==> src/rtl/irq_ctrl_if.sv <==
// irq_ctrl_if: signal bundle between the PC block side (master) and irq_ctrl (slave)
//   irq/mask_wr/mask_data/boundary/pc_next/eoi : master -> controller
//   redirect/redirect_pc/ack/active/pending/mask : controller -> master
interface irq_ctrl_if #(
  parameter int NIRQ = 4
);
  logic [NIRQ-1:0] irq;
  logic            mask_wr;
  logic [7:0]      mask_data;
  logic            boundary;
  logic [15:0]     pc_next;
  logic            eoi;
  logic            redirect;
  logic [15:0]     redirect_pc;
  logic [NIRQ-1:0] ack;
  logic            active;
  logic [NIRQ-1:0] pending;
  logic [7:0]      mask;
  modport master (
    output irq, mask_wr, mask_data, boundary, pc_next, eoi,
    input  redirect, redirect_pc, ack, active, pending, mask
  );
  modport slave (
    input  irq, mask_wr, mask_data, boundary, pc_next, eoi,
    output redirect, redirect_pc, ack, active, pending, mask
  );
endinterface

==> src/rtl/irq_ctrl.sv <==
// irq_ctrl: edge-latched, fixed-priority interrupt sequencer that redirects the PC to a vector and back
//   clk, rst (sync, active-low) ; bus : irq_ctrl_if.slave (requests, mask port, PC handshake, status)
module irq_ctrl #(
  parameter int          NIRQ          = 4,
  parameter logic [15:0] VECTOR_BASE   = 16'h0010,
  parameter logic [15:0] VECTOR_STRIDE = 16'h0008
) (
  input logic        clk,
  input logic        rst,
  irq_ctrl_if.slave  bus
);
  typedef enum logic [1:0] {S_IDLE, S_REDIRECT, S_SERVICE, S_RETURN} state_t;
  state_t          state_q, state_d;
  logic [NIRQ-1:0] irq_q, pending_q, pending_d, eligible, win_oh;
  logic [7:0]      mask_q;
  logic [15:0]     saved_pc_q;
  logic [2:0]      sel_q, win;
  logic            accept;
  assign eligible = pending_q & mask_q[NIRQ-1:0] & {NIRQ{mask_q[7]}};
  // descending scan so the lowest eligible index is the last one written
  always_comb begin
    win = '0;
    for (int i = NIRQ - 1; i >= 0; i--) if (eligible[i]) win = 3'(i);
  end
  assign accept = rst && state_q == S_IDLE && bus.boundary && |eligible;
  assign win_oh = accept ? NIRQ'(1) << win : '0;
  // new edges are OR-ed after the clear so a same-cycle set wins
  assign pending_d = (pending_q & ~win_oh) | (bus.irq & ~irq_q);
  always_comb begin
    state_d = state_q;
    state_d = accept                                ? S_REDIRECT :
              state_q == S_REDIRECT                 ? S_SERVICE  :
              (state_q == S_SERVICE && bus.eoi)     ? S_RETURN   :
              state_q == S_RETURN                   ? S_IDLE     : state_q;
  end
  always_ff @(posedge clk) begin
    irq_q <= bus.irq;
    if (!rst) begin
      state_q    <= S_IDLE;
      pending_q  <= '0;
      mask_q     <= '0;
      saved_pc_q <= '0;
      sel_q      <= '0;
    end else begin
      state_q   <= state_d;
      pending_q <= pending_d;
      if (bus.mask_wr) mask_q <= bus.mask_data;
      if (accept) begin
        sel_q      <= win;
        saved_pc_q <= bus.pc_next;
      end
    end
  end
  assign bus.redirect    = state_q == S_REDIRECT || state_q == S_RETURN;
  assign bus.redirect_pc = state_q == S_REDIRECT ? VECTOR_BASE + 16'(sel_q) * VECTOR_STRIDE :
                           state_q == S_RETURN   ? saved_pc_q : '0;
  assign bus.ack         = win_oh;
  assign bus.active      = state_q != S_IDLE;
  assign bus.pending     = pending_q;
  assign bus.mask        = mask_q;
endmodule
==> src/flat_wrapper.sv <==
// flat-port wrapper written by rule: the top's interface ports become plain ports
module irq_ctrl_flat 
#(
  parameter int          NIRQ          = 4,
  parameter logic [15:0] VECTOR_BASE   = 16'h0010,
  parameter logic [15:0] VECTOR_STRIDE = 16'h0008
)
  (clk, rst, bus_irq, bus_mask_wr, bus_mask_data, bus_boundary, bus_pc_next, bus_eoi, bus_redirect, bus_redirect_pc, bus_ack, bus_active, bus_pending, bus_mask);
  irq_ctrl_if #(.NIRQ(NIRQ)) bus_i ();
  input logic clk;
  input logic rst;
  input wire logic [$bits(bus_i.irq)-1:0] bus_irq;
  input wire logic [$bits(bus_i.mask_wr)-1:0] bus_mask_wr;
  input wire logic [$bits(bus_i.mask_data)-1:0] bus_mask_data;
  input wire logic [$bits(bus_i.boundary)-1:0] bus_boundary;
  input wire logic [$bits(bus_i.pc_next)-1:0] bus_pc_next;
  input wire logic [$bits(bus_i.eoi)-1:0] bus_eoi;
  output wire logic [$bits(bus_i.redirect)-1:0] bus_redirect;
  output wire logic [$bits(bus_i.redirect_pc)-1:0] bus_redirect_pc;
  output wire logic [$bits(bus_i.ack)-1:0] bus_ack;
  output wire logic [$bits(bus_i.active)-1:0] bus_active;
  output wire logic [$bits(bus_i.pending)-1:0] bus_pending;
  output wire logic [$bits(bus_i.mask)-1:0] bus_mask;
  assign bus_i.irq = bus_irq;
  assign bus_i.mask_wr = bus_mask_wr;
  assign bus_i.mask_data = bus_mask_data;
  assign bus_i.boundary = bus_boundary;
  assign bus_i.pc_next = bus_pc_next;
  assign bus_i.eoi = bus_eoi;
  assign bus_redirect = bus_i.redirect;
  assign bus_redirect_pc = bus_i.redirect_pc;
  assign bus_ack = bus_i.ack;
  assign bus_active = bus_i.active;
  assign bus_pending = bus_i.pending;
  assign bus_mask = bus_i.mask;
  irq_ctrl #(.NIRQ(NIRQ), .VECTOR_BASE(VECTOR_BASE), .VECTOR_STRIDE(VECTOR_STRIDE)) u_core (.clk(clk), .rst(rst), .bus(bus_i));
endmodule
==> config.mk <==
export PLATFORM = sky130hd
export DESIGN_NAME = irq_ctrl_flat
export DESIGN_NICKNAME = d
export VERILOG_FILES = /design/src/rtl/irq_ctrl_if.sv /design/src/rtl/irq_ctrl.sv /design/src/flat_wrapper.sv
export SDC_FILE = /design/constraint.sdc
export NUM_CORES = 1
export LEC_CHECK = 0
export CAP_MARGIN = 15
export CORE_ASPECT_RATIO = 1.25
export CORE_MARGIN = 5
export CORE_UTILIZATION = 25
export DETAILED_ROUTE_END_ITERATION = 12
export PLACE_DENSITY = 0.63
export SYNTH_ARGS = -nofsm -noshare
export SYNTH_HDL_FRONTEND = slang
export SYNTH_SLANG_ARGS = --single-unit
==> constraint.sdc <==
create_clock -name clk -period 1.8 [get_ports clk]
set_clock_uncertainty 0.05 [all_clocks]
set_input_delay 0.27 -clock clk [delete_from_list [all_inputs] [get_ports clk]]
set_output_delay 0.27 -clock clk [all_outputs]
set_load 0.01 [all_outputs]
==> results.sh, run 1 <==
export IMPL_status="finished, violations left"
export IMPL_violations="setup timing"
export IMPL_vdd_drop_max_uv=386
export IMPL_ys_ff_latch=36
export IMPL_groute_usage_overall=0.112
export IMPL_totalWireLength_mm=4.26
export IMPL_yosys_warnings=0
export IMPL_combPwrFrac=0.155
export IMPL_critPathCaptureType="output port"
export IMPL_p_leak_nw=1.20
export IMPL_clkTransAtPathRegs_ps=70
export IMPL_worst_pin_slew_ps=343
export IMPL_initial_core_util=0.255
export IMPL_cts_hold_buf=0
export IMPL_grt_max_degree=36
export IMPL_required_ps=1480
export IMPL_gp_congestion=0.767
export IMPL_synth_mux_area_frac=0.0646
export IMPL_fin_hold_ws_ps=362
export IMPL_via_per_inst=4.31
export IMPL_die_area_sq_um=7890
export IMPL_clockBufferDepth=2
export IMPL_drt_iter0_markers=74
export IMPL_syn_cell_area_sq_um=1550
export IMPL_synth_top_family_by_area="simple AND/OR/NAND/NOR gates"
export IMPL_max_freq_ghz=0.536
export IMPL_n_antenna_cell=0
export IMPL_relSlewSlack=0.771
export IMPL_vias=1499
export IMPL_drive_above_1_share=0.202
export IMPL_layout_setup_ws_ps=-66.2
export IMPL_seqPwrFrac=0.524
export IMPL_final_util=0.425
export IMPL_synthArstFlopShare=0
export IMPL_yosysTopAreaCell="dfxtp_1"
export IMPL_wl_per_cell_um=12.2
export IMPL_critPathMaxFanout=3
export IMPL_worstSkewPairLatency_ps=280
export IMPL_hold_violations=0
export IMPL_ys_seq_area_frac=0.465
export IMPL_synth_compound_area_frac=0.130
export IMPL_synthCells=175
export IMPL_place_area_sq_um=2420
export IMPL_fin_crit_ps=1870
export IMPL_drcViolationCount=0
export IMPL_design_area_sq_um=2580
export IMPL_synth_nets=208
export IMPL_timing_setup_tns_ps=-120
export IMPL_die_y_um=98.0
export IMPL_io_buffers=66
export IMPL_crit_type="flop to output port"
export IMPL_grt_pass1_vias=1537
export IMPL_internal_power_mw=1.22
export IMPL_worstPathArrival_ps=1550
export IMPL_synth_commonest_cells="dfxtp_1, nand3_1, o21ai_0, inv_1"
export IMPL_grt_first_pass_wirelength_mm=7.03
export IMPL_hold_class="flop to flop"
export IMPL_ys_types=31
export IMPL_cts_buffers=5
export IMPL_cap_violations=0
export IMPL_netlist_area_leader_share=0.465
export IMPL_nets=298
export IMPL_sw_frac_of_total=0.233
export IMPL_synth_ff_type="dfxtp_1"
export IMPL_grt_ovfl_total=0
export IMPL_cts_root_buffer="clkbuf_8"
export IMPL_switching_power_mw=0.371
export IMPL_dp_hpwl_mm=2.97
export IMPL_rsz0062_at_grt="yes"
export IMPL_ant_nets=0
export IMPL_period_share=1.04
export IMPL_synth_edf_count=0
export IMPL_htreeDepth=2
export IMPL_rows=32
export IMPL_cts_tree="yes"
export IMPL_core_sq_um=6090
export IMPL_syn2layout_area_growth_pct=66.7
export IMPL_synthTopCellsByArea="dfxtp_1, mux2i_1, nand3_1, and3_1, o21ai_0"
export IMPL_clock_sinks=36
export IMPL_setup_viol_count_final=2
export IMPL_cp_start_kind="flop"
export IMPL_ios=67
export IMPL_synth_area_per_cell_sq_um=8.86
export IMPL_die_width_um=80.4
export IMPL_antenna_found_initial=0
export IMPL_power_density_nw_per_um2=617
export IMPL_yosys_area_share_simple=0.245
export IMPL_synthAdderAreaFrac=0
export IMPL_dp_cells=335
export IMPL_final_cells=348
export IMPL_synth_most_common_cell="dfxtp_1"
export IMPL_slew_violations=0
export IMPL_synth_xor_area_share=0.00565
export IMPL_clkPwrFrac=0.321
export IMPL_drt_pre_antenna_iters=4
[cell type report]
class / instances / area [sq um]
Fill cell: 650 / 3500
Timing Repair Buffer: 96 / 882
Multi-Input combinational cell: 110 / 742
Sequential cell: 36 / 724
Tap cell: 85 / 106
Clock buffer: 5 / 68.8
Inverter: 16 / 60.1
[metal layers]
layer,track usage,part of all wire,vias to the layer above
li1,-,-,767
met1,0.126,0.42,671
met2,0.194,0.48,53
met3,0.0434,0.085,8
met4,0.0312,0.016,0
met5,0,0,-
[critical path, stage by stage, from the launching register on]
cell      delay (ps)
dfxtp_4          350
and4bb_4         350
nand3_4           80
nor2_4           110
buf_6            110
and3_4           170
buf_6             90
[cells by family (layout without fill, tap and decap cells)]
group	count (synthesis)	in the layout
mux	10	10
simple gates	69	69
xor+xnor	1	1
buf+inv	29	117
compound gates	30	30
flops	36	36
[final timing paths]
kind	start	endpoint	slack, ps	cells after the start
max	u_core.state_q[1]$_SDFFE_PP0P_	bus_ack[3]	-70	6
min	u_core.irq_q[0]$_DFF_P_	u_core.bus.pending[0]$_SDFF_PN0_	360	1
max reg2reg	u_core.state_q[1]$_SDFFE_PP0P_	u_core.saved_pc_q[5]$_SDFFE_PN0P_	220	8
min reg2reg	u_core.irq_q[0]$_DFF_P_	u_core.bus.pending[0]$_SDFF_PN0_	360	1
[sequential cells by signal, summed over array words and instances, names as in the netlist]
signal	count
u_core.state_q	2
u_core.saved_pc_q	16
u_core.irq_q	4
u_core.sel_q	2
u_core.bus.pending	4
u_core.bus.mask	8
[power by group through the flow]
stage	Clock [mW]	Combinational (mW)	Sequential, mW
after floorplan	0	0.0704	0.866
after global placement	0	0.237	0.854
after detailed placement	0	0.237	0.855
after CTS	0.543	0.240	0.837
after global routing	0.575	0.269	0.838
final	0.512	0.247	0.835
[cells in the final DEF (no fill, tap or decap), types with 2 or more instances in the layout]
master,count
clkdlybuf4s50_1,44
nand3_1,18
and3_1,13
o22ai_1,2
buf_6,6
o21ai_0,17
buf_4,25
a22o_2,2
nand2_1,13
inv_1,16
o21a_1,2
buf_2,2
dfxtp_1,35
clkdlybuf4s15_1,2
and2_1,2
dlygate4sd2_1,15
clkbuf_8,5
nor2_4,2
mux2i_1,10
nor2b_1,12
a32oi_1,2
[through the flow]
stage                     power, mW  setup slack, ps
after global routing           1.68             -140
after detailed placement       1.09             -589
after floorplan               0.936              280
after CTS                      1.62            -94.8
final                          1.59            -66.2
after global placement         1.09             -591
[timing repair]
action / in CTS / in global routing
gates resized for setup: 43 / 15
buffers inserted: 3 / 4
gates cloned: 1 / 0
setup endpoints to repair: 21 / 3
pin swaps: 3 / 4
(Power assumes the default switching activity.)
==> inputs of run 2 (changes only) <==
--- a/config.mk
+++ b/config.mk
@@ -8,9 +8,9 @@
 export CAP_MARGIN = 15
 export CORE_ASPECT_RATIO = 1.25
 export CORE_MARGIN = 5
-export CORE_UTILIZATION = 25
+export CORE_UTILIZATION = 41
 export DETAILED_ROUTE_END_ITERATION = 12
-export PLACE_DENSITY = 0.63
+export PLACE_DENSITY = 0.89
 export SYNTH_ARGS = -nofsm -noshare
 export SYNTH_HDL_FRONTEND = slang
 export SYNTH_SLANG_ARGS = --single-unit
==> run 2 against run 1 <==
Compared with the run above:
- non-clock buffer count decreased by 4
- global-route usage grew 6.8 points
- clock power is 16% higher
- hold slack worse by 5.1 ps
- final area shrank 1.3%
- final cell count down 13%
- fmax decreased by 2.8%
- the flow still finishes with violations (setup timing)
- count of clock-buffer cells in the layout rose by 3
- utilization rose by 26 points
==> results.sh, run 2 (synthesized netlist as in run 1, its figures left out) <==
export IMPL_status="finished, violations left"
export IMPL_violations="setup timing"
export IMPL_hold_class="flop to flop"
export IMPL_combPwrFrac=0.148
export IMPL_vias=1568
export IMPL_p_leak_nw=1.23
export IMPL_internal_power_mw=1.28
export IMPL_dp_hpwl_mm=2.97
export IMPL_multi_input_area_sq_um=752
export IMPL_max_flop_register="u_core.saved_pc_q"
export IMPL_slew_violations=0
export IMPL_cts_hold_buf=0
export IMPL_period_share=1.07
export IMPL_wl_per_cell_um=15.7
export IMPL_core_sq_um=3720
export IMPL_worst_pin_slew_ps=494
export IMPL_clockBufferDepth=2
export IMPL_regArea_sq_um=728
export IMPL_path_buf_inv=2
export IMPL_die_y_um=78.8
export IMPL_fin_hold_ws_ps=357
export IMPL_mostFrequentLayoutCells="clkdlybuf4s50_1, dfxtp_1, buf_4"
export IMPL_die_width_um=65
export IMPL_sw_frac_of_total=0.236
export IMPL_layout_commonest_cell="clkdlybuf4s50_1"
export IMPL_fill_cells=303
export IMPL_required_ps=1480
export IMPL_met3_length_um=339
export IMPL_htreeDepth=2
export IMPL_drt_iter0_markers=83
export IMPL_clkPwrFrac=0.354
export IMPL_cts_tree="yes"
export IMPL_worstSkewPairLatency_ps=280
export IMPL_met2_length_mm=2.48
export IMPL_power_density_nw_per_um2=657
export IMPL_max_stage_delay_ps=370
export IMPL_cts_buffers=5
export IMPL_syn2layout_area_growth_pct=64.5
export IMPL_die_area_sq_um=5120
export IMPL_n_antenna_cell=0
export IMPL_grt_ovfl_total=0
export IMPL_cp_cell_sequence="and4bb_4 -> nand3_4 -> nor2_4 -> buf_6 -> and3_4 -> buf_6"
export IMPL_clock_sinks=36
export IMPL_gp_congestion=0.827
export IMPL_groute_usage_overall=0.180
export IMPL_layout_setup_ws_ps=-119
export IMPL_cp_top_family="simple AND/OR/NAND/NOR gates"
export IMPL_fin_crit_ps=1920
export IMPL_grt_pass1_vias=1506
export IMPL_cp_slowest_cell="and4bb_4"
export IMPL_max_freq_ghz=0.521
export IMPL_ios=67
export IMPL_drt_pre_antenna_iters=4
export IMPL_critPathMaxFanout=3
export IMPL_cpMostUsedCell="buf_6"
export IMPL_initial_core_util=0.416
export IMPL_switching_power_mw=0.396
export IMPL_antenna_found_initial=0
export IMPL_nets=295
export IMPL_cp_start_kind="flop"
export IMPL_cap_violations=0
export IMPL_topRoutingLayerUsed="met4"
export IMPL_via_per_inst=5.17
export IMPL_cts_root_buffer="clkbuf_8"
export IMPL_clkTransAtPathRegs_ps=70
export IMPL_power_mw=1.68
export IMPL_vdd_drop_max_uv=443
export IMPL_setup_viol_count_final=10
export IMPL_drt_met1_wl_mm=1.90
export IMPL_rsz0062_at_grt="yes"
export IMPL_totalWireLength_mm=4.77
export IMPL_critPathCaptureType="output port"
export IMPL_grt_first_pass_wirelength_mm=7.14
export IMPL_io_buffers=66
export IMPL_final_util=0.685
export IMPL_dp_cells=288
export IMPL_rows=25
export IMPL_hold_violations=0
export IMPL_ant_nets=0
export IMPL_worstPathArrival_ps=1600
export IMPL_drcViolationCount=0
export IMPL_crit_type="flop to output port"
export IMPL_place_ws_ps=-573
export IMPL_drive_above_1_share=0.194
export IMPL_relSlewSlack=0.669
export IMPL_largest_reg_flops=16
export IMPL_grt_max_degree=36
export IMPL_final_cells=303
export IMPL_seqPwrFrac=0.498
run 2: timing repair:
| item | CTS | global route |
|---|---|---|
| pin swaps | 4 | 3 |
| resized for setup | 29 | 20 |
| gates cloned | 2 | 1 |
| setup endpoints to repair | 23 | 25 |
| setup buffers | 4 | 0 |
run 2: per-stage QoR:
| stage | area (sq um) | TNS [ps] |
|---|---|---|
| after floorplan | 1550 | 0 |
| after global placement | 2330 | -2450 |
| after detailed placement | 2330 | -2940 |
| after CTS | 2470 | -985 |
| after global routing | 2550 | -1280 |
| final | 2550 | -627 |
run 2: layout make-up:
class,instances,area share
Timing Repair Buffer,92,0.341
Inverter,16,0.0236
Tap cell,40,0.0196
Multi-Input combinational cell,111,0.295
Sequential cell,36,0.286
Clock buffer,8,0.0353
run 2: path summary, 6_finish.rpt:
kind | from | to | slack [ps] | cells past startpoint
worst max-delay path | u_core.state_q[1]$_SDFFE_PP0P_ | bus_ack[3] | -120 | 6
worst min-delay path | u_core.irq_q[0]$_DFF_P_ | u_core.bus.pending[0]$_SDFF_PN0_ | 360 | 1
worst max register to register | u_core.bus.pending[2]$_SDFF_PN0_ | u_core.saved_pc_q[0]$_SDFFE_PN0P_ | 210 | 5
worst min register to register | u_core.irq_q[0]$_DFF_P_ | u_core.bus.pending[0]$_SDFF_PN0_ | 360 | 1
run 2: routing by layer:
metal	vias to the layer above	GRT usage
li1	768	-
met1	735	0.200
met2	59	0.306
met3	6	0.0636
met4	0	0.0782
met5	-	0
run 2: power groups by stage:
stage                     Sequential (mW)  Clock [mW]  Combinational [mW]
after floorplan                     0.866           0              0.0704
after global placement              0.853           0               0.230
after detailed placement            0.855           0               0.234
after CTS                           0.837       0.600               0.242
after global routing                0.837       0.641               0.267
final                               0.835       0.594               0.248
